--- config.mk ---
export PLATFORM = sky130hd
export DESIGN_NAME = dvp_rgb565_capture_flat
export DESIGN_NICKNAME = d
export VERILOG_FILES = /design/src/rtl/dvp_rgb565_capture_if.sv /design/src/rtl/dvp_rgb565_capture.sv /design/src/flat_wrapper.sv
export SDC_FILE = /design/constraint.sdc
export NUM_CORES = 1
export LEC_CHECK = 0
export ABC_AREA = 1
export CORE_MARGIN = 2
export CORE_UTILIZATION = 55
export CTS_CLUSTER_SIZE = 14
export DETAILED_ROUTE_END_ITERATION = 10
export GPL_TIMING_DRIVEN = 0
export PLACE_DENSITY = 0.79
export SLEW_MARGIN = 20
export SYNTH_ARGS = -nofsm -noshare
export SYNTH_HDL_FRONTEND = slang
export SYNTH_SLANG_ARGS = --single-unit
--- constraint.sdc ---
create_clock -name clk -period 1.7 [get_ports clk]
set_input_delay 0.17 -clock clk [delete_from_list [all_inputs] [get_ports clk]]
set_output_delay 0.17 -clock clk [all_outputs]
set_load 0.02 [all_outputs]
--- src/rtl/dvp_rgb565_capture_if.sv ---
// DVP camera bus plus the RGB565 pixel stream produced from it.
// The camera side drives the DVP signals; the capture stage drives the pixel stream.
interface dvp_rgb565_capture_if;
    logic        i_cam_vsync;
    logic        i_cam_href;
    logic [7:0]  i_cam_data;
    logic [15:0] o_rgb565;
    logic        o_valid;
    logic        o_sof;
    logic        o_eol;

    modport master (
        output i_cam_vsync, i_cam_href, i_cam_data,
        input  o_rgb565, o_valid, o_sof, o_eol
    );

    modport slave (
        input  i_cam_vsync, i_cam_href, i_cam_data,
        output o_rgb565, o_valid, o_sof, o_eol
    );
endinterface

--- src/rtl/dvp_rgb565_capture.sv ---
// DVP byte-pair capture: skips settling frames, packs RGB565 pixels with SOF/EOL
// markers, counts captured frames and flags line/frame geometry errors.
module dvp_rgb565_capture #(
    parameter int FRAME_SKIP = 10,
    parameter int H_ACT      = 1024,
    parameter int V_ACT      = 768
) (
    input  logic                   clk,
    input  logic                   rst,
    dvp_rgb565_capture_if.slave    bus,
    input  logic                   i_capture_en,
    input  logic                   i_err_clr,
    output logic [15:0]            o_frame_cnt,
    output logic                   o_err_line,
    output logic                   o_err_frame
);
    localparam int PW = $clog2(H_ACT + 1);
    localparam int LW = $clog2(V_ACT + 1);
    localparam int SW = (FRAME_SKIP > 0) ? $clog2(FRAME_SKIP + 1) : 1;

    localparam logic [PW-1:0] H_MAX  = PW'(H_ACT);
    localparam logic [PW-1:0] H_LAST = PW'(H_ACT - 1);
    localparam logic [LW-1:0] V_MAX  = LW'(V_ACT);
    localparam logic [SW-1:0] S_MAX  = SW'(FRAME_SKIP);

    localparam logic [1:0] ST_SKIP   = 2'd0;
    localparam logic [1:0] ST_GAP    = 2'd1;
    localparam logic [1:0] ST_ACTIVE = 2'd2;

    logic          d_vsync_q, d_href_q;
    logic [7:0]    d_data_q;
    logic          pv_vsync_q, pv_href_q;

    logic [1:0]    state_q, state_d;
    logic [SW-1:0] skip_cnt_q, skip_cnt_d;
    logic [PW-1:0] pixel_cnt_q, pixel_cnt_d;
    logic [LW-1:0] line_cnt_q, line_cnt_d;
    logic          px_ovf_q, px_ovf_d;
    logic          ln_ovf_q, ln_ovf_d;
    logic          phase_q, phase_d;
    logic [7:0]    hi_q, hi_d;
    logic          sof_arm_q, sof_arm_d;

    logic [15:0]   rgb_q, rgb_d;
    logic          valid_q, valid_d;
    logic          sof_q, sof_d;
    logic          eol_q, eol_d;
    logic [15:0]   frame_cnt_q, frame_cnt_d;
    logic          err_line_q, err_line_d;
    logic          err_frame_q, err_frame_d;

    logic vs_fall, vs_rise, href_fall, enter_active;

    assign vs_fall   =  pv_vsync_q & ~d_vsync_q;
    assign vs_rise   = ~pv_vsync_q &  d_vsync_q;
    assign href_fall =  pv_href_q  & ~d_href_q;

    always_comb begin
        state_d      = state_q;
        skip_cnt_d   = skip_cnt_q;
        pixel_cnt_d  = pixel_cnt_q;
        line_cnt_d   = line_cnt_q;
        px_ovf_d     = px_ovf_q;
        ln_ovf_d     = ln_ovf_q;
        phase_d      = phase_q;
        hi_d         = hi_q;
        sof_arm_d    = sof_arm_q;
        rgb_d        = rgb_q;
        valid_d      = 1'b0;
        sof_d        = 1'b0;
        eol_d        = 1'b0;
        frame_cnt_d  = frame_cnt_q;
        // Clear is applied first so a same-cycle error below still sets the flag.
        err_line_d   = err_line_q  & ~i_err_clr;
        err_frame_d  = err_frame_q & ~i_err_clr;
        enter_active = 1'b0;

        case (state_q)
            ST_SKIP: begin
                if (vs_fall) begin
                    if (skip_cnt_q == S_MAX) begin
                        if (i_capture_en) begin
                            state_d      = ST_ACTIVE;
                            enter_active = 1'b1;
                        end else begin
                            state_d = ST_GAP;
                        end
                    end else begin
                        skip_cnt_d = skip_cnt_q + 1'b1;
                    end
                end
            end
            ST_GAP: begin
                if (vs_fall && i_capture_en) begin
                    state_d      = ST_ACTIVE;
                    enter_active = 1'b1;
                end
            end
            ST_ACTIVE: begin
                if (vs_rise) begin
                    // A line still open at vsync rise is simply abandoned.
                    if (line_cnt_q != V_MAX || ln_ovf_q)
                        err_frame_d = 1'b1;
                    frame_cnt_d = frame_cnt_q + 16'd1;
                    phase_d     = 1'b0;
                    state_d     = ST_GAP;
                end else if (d_href_q) begin
                    if (!phase_q) begin
                        hi_d    = d_data_q;
                        phase_d = 1'b1;
                    end else begin
                        phase_d = 1'b0;
                        if (pixel_cnt_q != H_MAX) begin
                            pixel_cnt_d = pixel_cnt_q + 1'b1;
                            if (line_cnt_q != V_MAX && !ln_ovf_q) begin
                                rgb_d     = {hi_q, d_data_q};
                                valid_d   = 1'b1;
                                sof_d     = sof_arm_q;
                                sof_arm_d = 1'b0;
                                eol_d     = (pixel_cnt_q == H_LAST);
                            end
                        end else begin
                            px_ovf_d = 1'b1;
                        end
                    end
                end else begin
                    phase_d = 1'b0;
                    if (href_fall) begin
                        if (line_cnt_q != V_MAX)
                            line_cnt_d = line_cnt_q + 1'b1;
                        else
                            ln_ovf_d = 1'b1;
                        if (pixel_cnt_q != H_MAX || phase_q || px_ovf_q)
                            err_line_d = 1'b1;
                        pixel_cnt_d = '0;
                        px_ovf_d    = 1'b0;
                    end
                end
            end
            default: state_d = ST_SKIP;
        endcase

        if (enter_active) begin
            pixel_cnt_d = '0;
            line_cnt_d  = '0;
            px_ovf_d    = 1'b0;
            ln_ovf_d    = 1'b0;
            phase_d     = 1'b0;
            sof_arm_d   = 1'b1;
        end
    end

    always_ff @(posedge clk) begin
        if (rst) begin
            d_vsync_q   <= 1'b0;
            d_href_q    <= 1'b0;
            d_data_q    <= '0;
            pv_vsync_q  <= 1'b0;
            pv_href_q   <= 1'b0;
            state_q     <= ST_SKIP;
            skip_cnt_q  <= '0;
            pixel_cnt_q <= '0;
            line_cnt_q  <= '0;
            px_ovf_q    <= 1'b0;
            ln_ovf_q    <= 1'b0;
            phase_q     <= 1'b0;
            hi_q        <= '0;
            sof_arm_q   <= 1'b0;
            rgb_q       <= '0;
            valid_q     <= 1'b0;
            sof_q       <= 1'b0;
            eol_q       <= 1'b0;
            frame_cnt_q <= '0;
            err_line_q  <= 1'b0;
            err_frame_q <= 1'b0;
        end else begin
            d_vsync_q   <= bus.i_cam_vsync;
            d_href_q    <= bus.i_cam_href;
            d_data_q    <= bus.i_cam_data;
            pv_vsync_q  <= d_vsync_q;
            pv_href_q   <= d_href_q;
            state_q     <= state_d;
            skip_cnt_q  <= skip_cnt_d;
            pixel_cnt_q <= pixel_cnt_d;
            line_cnt_q  <= line_cnt_d;
            px_ovf_q    <= px_ovf_d;
            ln_ovf_q    <= ln_ovf_d;
            phase_q     <= phase_d;
            hi_q        <= hi_d;
            sof_arm_q   <= sof_arm_d;
            rgb_q       <= rgb_d;
            valid_q     <= valid_d;
            sof_q       <= sof_d;
            eol_q       <= eol_d;
            frame_cnt_q <= frame_cnt_d;
            err_line_q  <= err_line_d;
            err_frame_q <= err_frame_d;
        end
    end

    assign bus.o_rgb565 = rgb_q;
    assign bus.o_valid  = valid_q;
    assign bus.o_sof    = sof_q;
    assign bus.o_eol    = eol_q;
    assign o_frame_cnt  = frame_cnt_q;
    assign o_err_line   = err_line_q;
    assign o_err_frame  = err_frame_q;
endmodule

--- src/flat_wrapper.sv ---
// flat-port wrapper written by rule: the top's interface ports become plain ports
module dvp_rgb565_capture_flat 
#(
    parameter int FRAME_SKIP = 10,
    parameter int H_ACT      = 1024,
    parameter int V_ACT      = 768
)
  (clk, rst, i_capture_en, i_err_clr, o_frame_cnt, o_err_line, o_err_frame, bus_i_cam_vsync, bus_i_cam_href, bus_i_cam_data, bus_o_rgb565, bus_o_valid, bus_o_sof, bus_o_eol);
  dvp_rgb565_capture_if bus_i ();
  input  logic clk;
  input  logic rst;
  input  logic i_capture_en;
  input  logic i_err_clr;
  output logic [15:0] o_frame_cnt;
  output logic o_err_line;
  output logic o_err_frame;
  input wire logic [$bits(bus_i.i_cam_vsync)-1:0] bus_i_cam_vsync;
  input wire logic [$bits(bus_i.i_cam_href)-1:0] bus_i_cam_href;
  input wire logic [$bits(bus_i.i_cam_data)-1:0] bus_i_cam_data;
  output wire logic [$bits(bus_i.o_rgb565)-1:0] bus_o_rgb565;
  output wire logic [$bits(bus_i.o_valid)-1:0] bus_o_valid;
  output wire logic [$bits(bus_i.o_sof)-1:0] bus_o_sof;
  output wire logic [$bits(bus_i.o_eol)-1:0] bus_o_eol;
  assign bus_i.i_cam_vsync = bus_i_cam_vsync;
  assign bus_i.i_cam_href = bus_i_cam_href;
  assign bus_i.i_cam_data = bus_i_cam_data;
  assign bus_o_rgb565 = bus_i.o_rgb565;
  assign bus_o_valid = bus_i.o_valid;
  assign bus_o_sof = bus_i.o_sof;
  assign bus_o_eol = bus_i.o_eol;
  dvp_rgb565_capture #(.FRAME_SKIP(FRAME_SKIP), .H_ACT(H_ACT), .V_ACT(V_ACT)) u_core (.clk(clk), .rst(rst), .bus(bus_i), .i_capture_en(i_capture_en), .i_err_clr(i_err_clr), .o_frame_cnt(o_frame_cnt), .o_err_line(o_err_line), .o_err_frame(o_err_frame));
endmodule
* Yosys cells after proc, flatten, opt, wreduce, memory -nomap -nowiden *
Cells that the tools add are included.

word-level totals
  register bits = 88
  input bits = 14
  output and inout port bits = 37
  logic and storage cells = 119

cells by class
  $add $sub $neg = 4
  equality and inequality tests = 14
  mux-type cells = 38
  bitwise logic cells = 16
  reductions and logical operators = 26

operators with widths
  cell                     count
  $mux W11                 4
  $mux W1                  27
  $reduce_and A5 Y1        4
  $add A16 B1 Y16 const B  1
  $reduce_and A6 Y1        2
  $reduce_bool A2 Y1       6
  $add A11 B1 Y11 const B  1
  $eq A11 B10 Y1 const B   1
  $ne A11 B11 Y1 const B   1
  $not A1 Y1               11
  $add A10 B1 Y10 const B  1
  $mux W2                  5
  $ne A10 B10 Y1 const B   1
  $ne A2 B1 Y1 const B     4
  $ne A2 B2 Y1 const B     4
  $reduce_and A4 Y1        2
  $reduce_or A7 Y1         1
  $pmux W2 S3              1
  $reduce_or A6 Y1         1
  $and A1 B1 Y1            5
  $add A4 B1 Y4 const B    1
  $eq A4 B4 Y1 const B     1
  $logic_or A1 B1 Y1       3
  $reduce_and A3 Y1        1
  other kinds (8)          9

* Longest topological paths before layout *
  depth in word-level cells = 9
  gate-level depth with buffers = 12
  depth with buffers taken out = 11

* Worst setup path after synthesis *
OpenSTA, ideal clock, no wires.

  path type = register -> register
  start point = reg u_core.line_cnt_q[0]
  end point = reg u_core.rgb_q[5], in the netlist u_core.bus.o_rgb565[5]
  setup time = 0.113 ns
  arrival time = 1.373 ns
  data required time = 1.587 ns
  setup slack = 0.215 ns
  stages on the path, launching flop included = 12
  path buffers = 1
  clock period less this slack = 1.485 ns
  path through = dfxtp_1 > inv_1 > ha_1 > nand2_1 > nor2_1 > inv_1 > nor2_2 > nor2_4 > buf_2 > nand3b_1 > nand2_1 > nor2_1

on the way
  word-level cells in the longest chain between the ends = 3

RTL lines
  element                             line                       text
  start: declaration                  dvp_rgb565_capture.sv:37   logic [LW-1:0] line_cnt_q, line_cnt_d;
  start signal: assignment            dvp_rgb565_capture.sv:185  line_cnt_q <= line_cnt_d;
  $ne A10 B10 Y1                      dvp_rgb565_capture.sv:115  if (line_cnt_q != V_MAX && !ln_ovf_q) begin
  $logic_and A1 B1 Y1                 dvp_rgb565_capture.sv:115
  $reduce_and A6 Y1 (no source line)  -
  end signal: assignment              dvp_rgb565_capture.sv:191  rgb_q <= rgb_d;
  end: declaration                    dvp_rgb565_capture.sv:44   logic [15:0] rgb_q, rgb_d;

No other way between the ends.
A chain may end at the register's enable or synchronous reset.

* Final worst setup path *
  start point = reg u_core.line_cnt_q[0]
  end point = reg u_core.eol_q, in the netlist u_core.bus.o_eol

on the way
  word-level cells in the longest chain between the ends = 4

RTL lines
  element                            line                       text
  $ne A10 B10 Y1                     dvp_rgb565_capture.sv:115
  $logic_and A1 B1 Y1                dvp_rgb565_capture.sv:115
  $not A1 Y1 (no source line)        -
  $reduce_or A7 Y1 (no source line)  -
  end signal: assignment             dvp_rgb565_capture.sv:194  eol_q <= eol_d;
  end: declaration                   dvp_rgb565_capture.sv:47   logic eol_q, eol_d;

No other way between the ends.

==> results.py <==
metrics = {
    "cts": {
        "insertion_delay_ps": 370,
        "cts_buffer_depth": 2,
        "tritoncts.num_buffers": 9,
        "clock-sinks": 88,
        "clk_pin_slew_worst_paths_ps": 110,
        "cts.htree.levels": 3,
        "cts_tree": "yes",
        "cts_root_buf": "clkbuf_8",
    },
    "min_path": {
        "worstHoldStart": "bus_i_cam_data[6]",
        "whs_endpoint": "u_core.d_data_q[6]",
        "hp-class": "in2reg",
        "worstHoldPathCells": 3,
    },
    "finish": {
        "final_util_pct": 69.1,
        "drive_gt1_share_pct": 10.2,
        "num_antenna_cells": 0,
        "syn_to_final_growth_pct": 20.8,
        "final_nets": 674,
    },
    "routing": {
        "dr.pass1.iters": 5,
        "vias_per_cell": 5.04,
        "drc": 0,
        "wire_per_inst_um": 12.3,
        "vias": 3816,
        "drt_iter0_markers": 160,
        "wl_um": 9310,
        "drtAntennaViolNets": 0,
    },
    "synthesis": {
        "ys_top_cells_by_area": "dfxtp_1, nand2_1, nor2_1, inv_1, a21oi_1",
        "synth_top_area_share_pct": 42.0,
        "synth_cells": 590,
        "ys_warn_count": 0,
        "synth_edf_count": 0,
        "yosysMostFrequentCell": "nand2_1",
        "synth_async_sr_flop_share_pct": 0,
        "synth_fp_nets": 611,
        "syn_area_per_cell_um2": 7.11,
        "ys.flop_type": "dfxtp_1",
        "synth_cell_types": 37,
        "synthesis.area_um2": 4200,
        "yosysTopAreaCell": "dfxtp_1",
        "seq_area_frac_synth_pct": 42.0,
        "synth_commonest_cells": "nand2_1, nor2_1, dfxtp_1",
        "synth_seq_cells": 88,
    },
    "timing": {
        "timing.final.crit_period_ps": 1620,
        "setup_violations": 0,
        "max_freq_mhz": 617,
        "fin_worst_skew_ps": 18.0,
        "tightest_slew_ps": 543,
        "slew_violations": 0,
        "min_period_over_period_pct": 95.3,
        "slew_headroom_pct": 63.8,
        "hold_viol_final": 0,
    },
    "power": {
        "power_density_nw_per_um2": 716,
        "vdd_drop_max_v": 0.000526,
        "p_leak_nw": 1.95,
        "p_total_mw": 3.63,
    },
    "worst_setup_path": {
        "worst-path-max-fanout": 6,
        "startpoint_type": "flop",
        "worstSetupPathType": "reg2reg",
        "reg2reg_depth": 10,
        "crit_path_end_kind": "flop",
        "crit_arrival_ps": 1900,
        "r2r-end": "u_core.bus.o_eol",
        "worst_ep_required_time_ps": 1980,
        "r2r_slack_ps": 80,
        "crit-reg2reg-launch": "u_core.line_cnt_q[0]",
        "cp-startpoint": "u_core.line_cnt_q[0]",
    },
    "outcome": {
        "status": "completed",
    },
    "place": {
        "post-dp-hpwl_um": 6770,
        "gp_congestion": 0.895,
        "numPortBuffers": 50,
    },
    "die": {
        "core_um2": 7330,
        "fp-row-count": 31,
        "start_util_pct": 57.2,
        "io_pins": 51,
        "fp.dieW_um": 91.3,
        "die-area_um2": 8340,
        "die_h_um": 91.3,
    },
    "global_route": {
        "grt_antenna_before_repair": 0,
        "grt_use_total_pct": 23.0,
        "grt_pass1_vias": 3493,
        "grt_pass1_wl_um": 15600,
        "grt_max_degree": 19,
        "grt.overflow.total": 0,
    },
    "flow_run": {
        "maxCapViolCount": 0,
    },
}
-- per-stage QoR --
step / instances / worst slack (ps) / instance area (µm²) / hold slack (ps) / setup TNS [ps]
floorplan: 590 / 215 / 4200 / 277 / 0
global placement: 739 / -2.80 / 4820 / 439 / -7.19
detailed placement: 739 / -65.1 / 4820 / 450 / -441
CTS: 756 / 27.2 / 5020 / 298 / 0
global route: 757 / -18.4 / 5070 / 292 / -29.9
finish: 757 / 79.9 / 5070 / 302 / 0
-- worst max path at each step --
stage / end / slack (ps) / depth (start not counted)
global placement: u_core.bus.o_rgb565[13] / -3 / 12
detailed placement: u_core.bus.o_rgb565[6] / -70 / 12
finish: u_core.bus.o_eol / 80 / 10
global route: u_core.bus.o_rgb565[6] / -20 / 11
floorplan: u_core.bus.o_rgb565[5] / 210 / 11
CTS: u_core.bus.o_rgb565[6] / 30 / 12
-- final cells by class --
type	count	area, µm²
inverters	60	230
well taps	99	124
repair buffers	53	523
clock inverters	7	66.3
clock buffers	9	124
plain buffers	13	95.1
multi-input cells	428	2140
flip-flops and latches	88	1770
fillers	613	2260
-- cell families after synthesis --
kind of cell	after synthesis	synth area share [%]
AOI/OAI and AO/OA	67	8.62
xor gates and xnor gates	9	1.88
adders and majority gates	7	2.09
buffers and inverters	74	7.78
DFF	88	42.0
and+or+nand+nor	345	37.6
-- layer usage --
| metal | global-route usage (%) | routed length (µm) |
|---|---|---|
| met1 | 30.6 | 4500 |
| met4 | 8.84 | 162 |
| met5 | 0 | 0 |
| met2 | 37.3 | 4260 |
| met3 | 3.90 | 390 |
-- timing repair --
action                                 CTS  global route
setup endpoints to repair               11            33
hold buffers                             0             0
endpoints found under the hold margin    0             0
setup buffers                            1             2
resized for setup                        1            15
pin swaps                                1             3
-- worst max-delay path: stages (launching register included) --
cell	delay, ps
dfxtp_4	380
inv_1	60
ha_1	190
nand2_1	70
nor2_1	50
inv_1	100
nor2_4	60
nor2_4	160
nand2_4	110
buf_4	160
nor3b_2	200
-- power breakdown --
part	switching [mW]	total (mW)	internal (mW)	leakage, nW
combinational	0.0784	0.132	0.0532	1.14
sequential	0.0115	2.09	2.07	0.714
clock	0.836	1.41	0.573	0.0986
total	0.926	3.63	2.70	1.95
-- flip-flops by register name, indices dropped and copies added, names as in the netlist --
register,cells
u_core.bus.o_eol,1
u_core.bus.o_rgb565,16
u_core.bus.o_sof,1
u_core.bus.o_valid,1
u_core.d_data_q,8
u_core.d_href_q,1
u_core.d_vsync_q,1
u_core.hi_q,8
u_core.line_cnt_q,10
u_core.ln_ovf_q,1
u_core.o_err_frame,1
u_core.o_err_line,1
u_core.o_frame_cnt,16
u_core.phase_q,1
u_core.pixel_cnt_q,11
u_core.pv_href_q,1
u_core.pv_vsync_q,1
u_core.px_ovf_q,1
u_core.skip_cnt_q,4
u_core.sof_arm_q,1
u_core.state_q,2
-- cell usage in the layout (no fill, tap or decap), types with 9 or more instances in the layout --
| cell | count |
|---|---|
| clkdlybuf4s50_1 | 50 |
| o21ai_0 | 22 |
| nand3b_1 | 16 |
| a21oi_1 | 37 |
| clkbuf_8 | 9 |
| nand2_1 | 139 |
| inv_1 | 55 |
| nand3_1 | 24 |
| dfxtp_1 | 85 |
| nor2_1 | 126 |
Note: power is estimated with default switching activity, not from simulation.
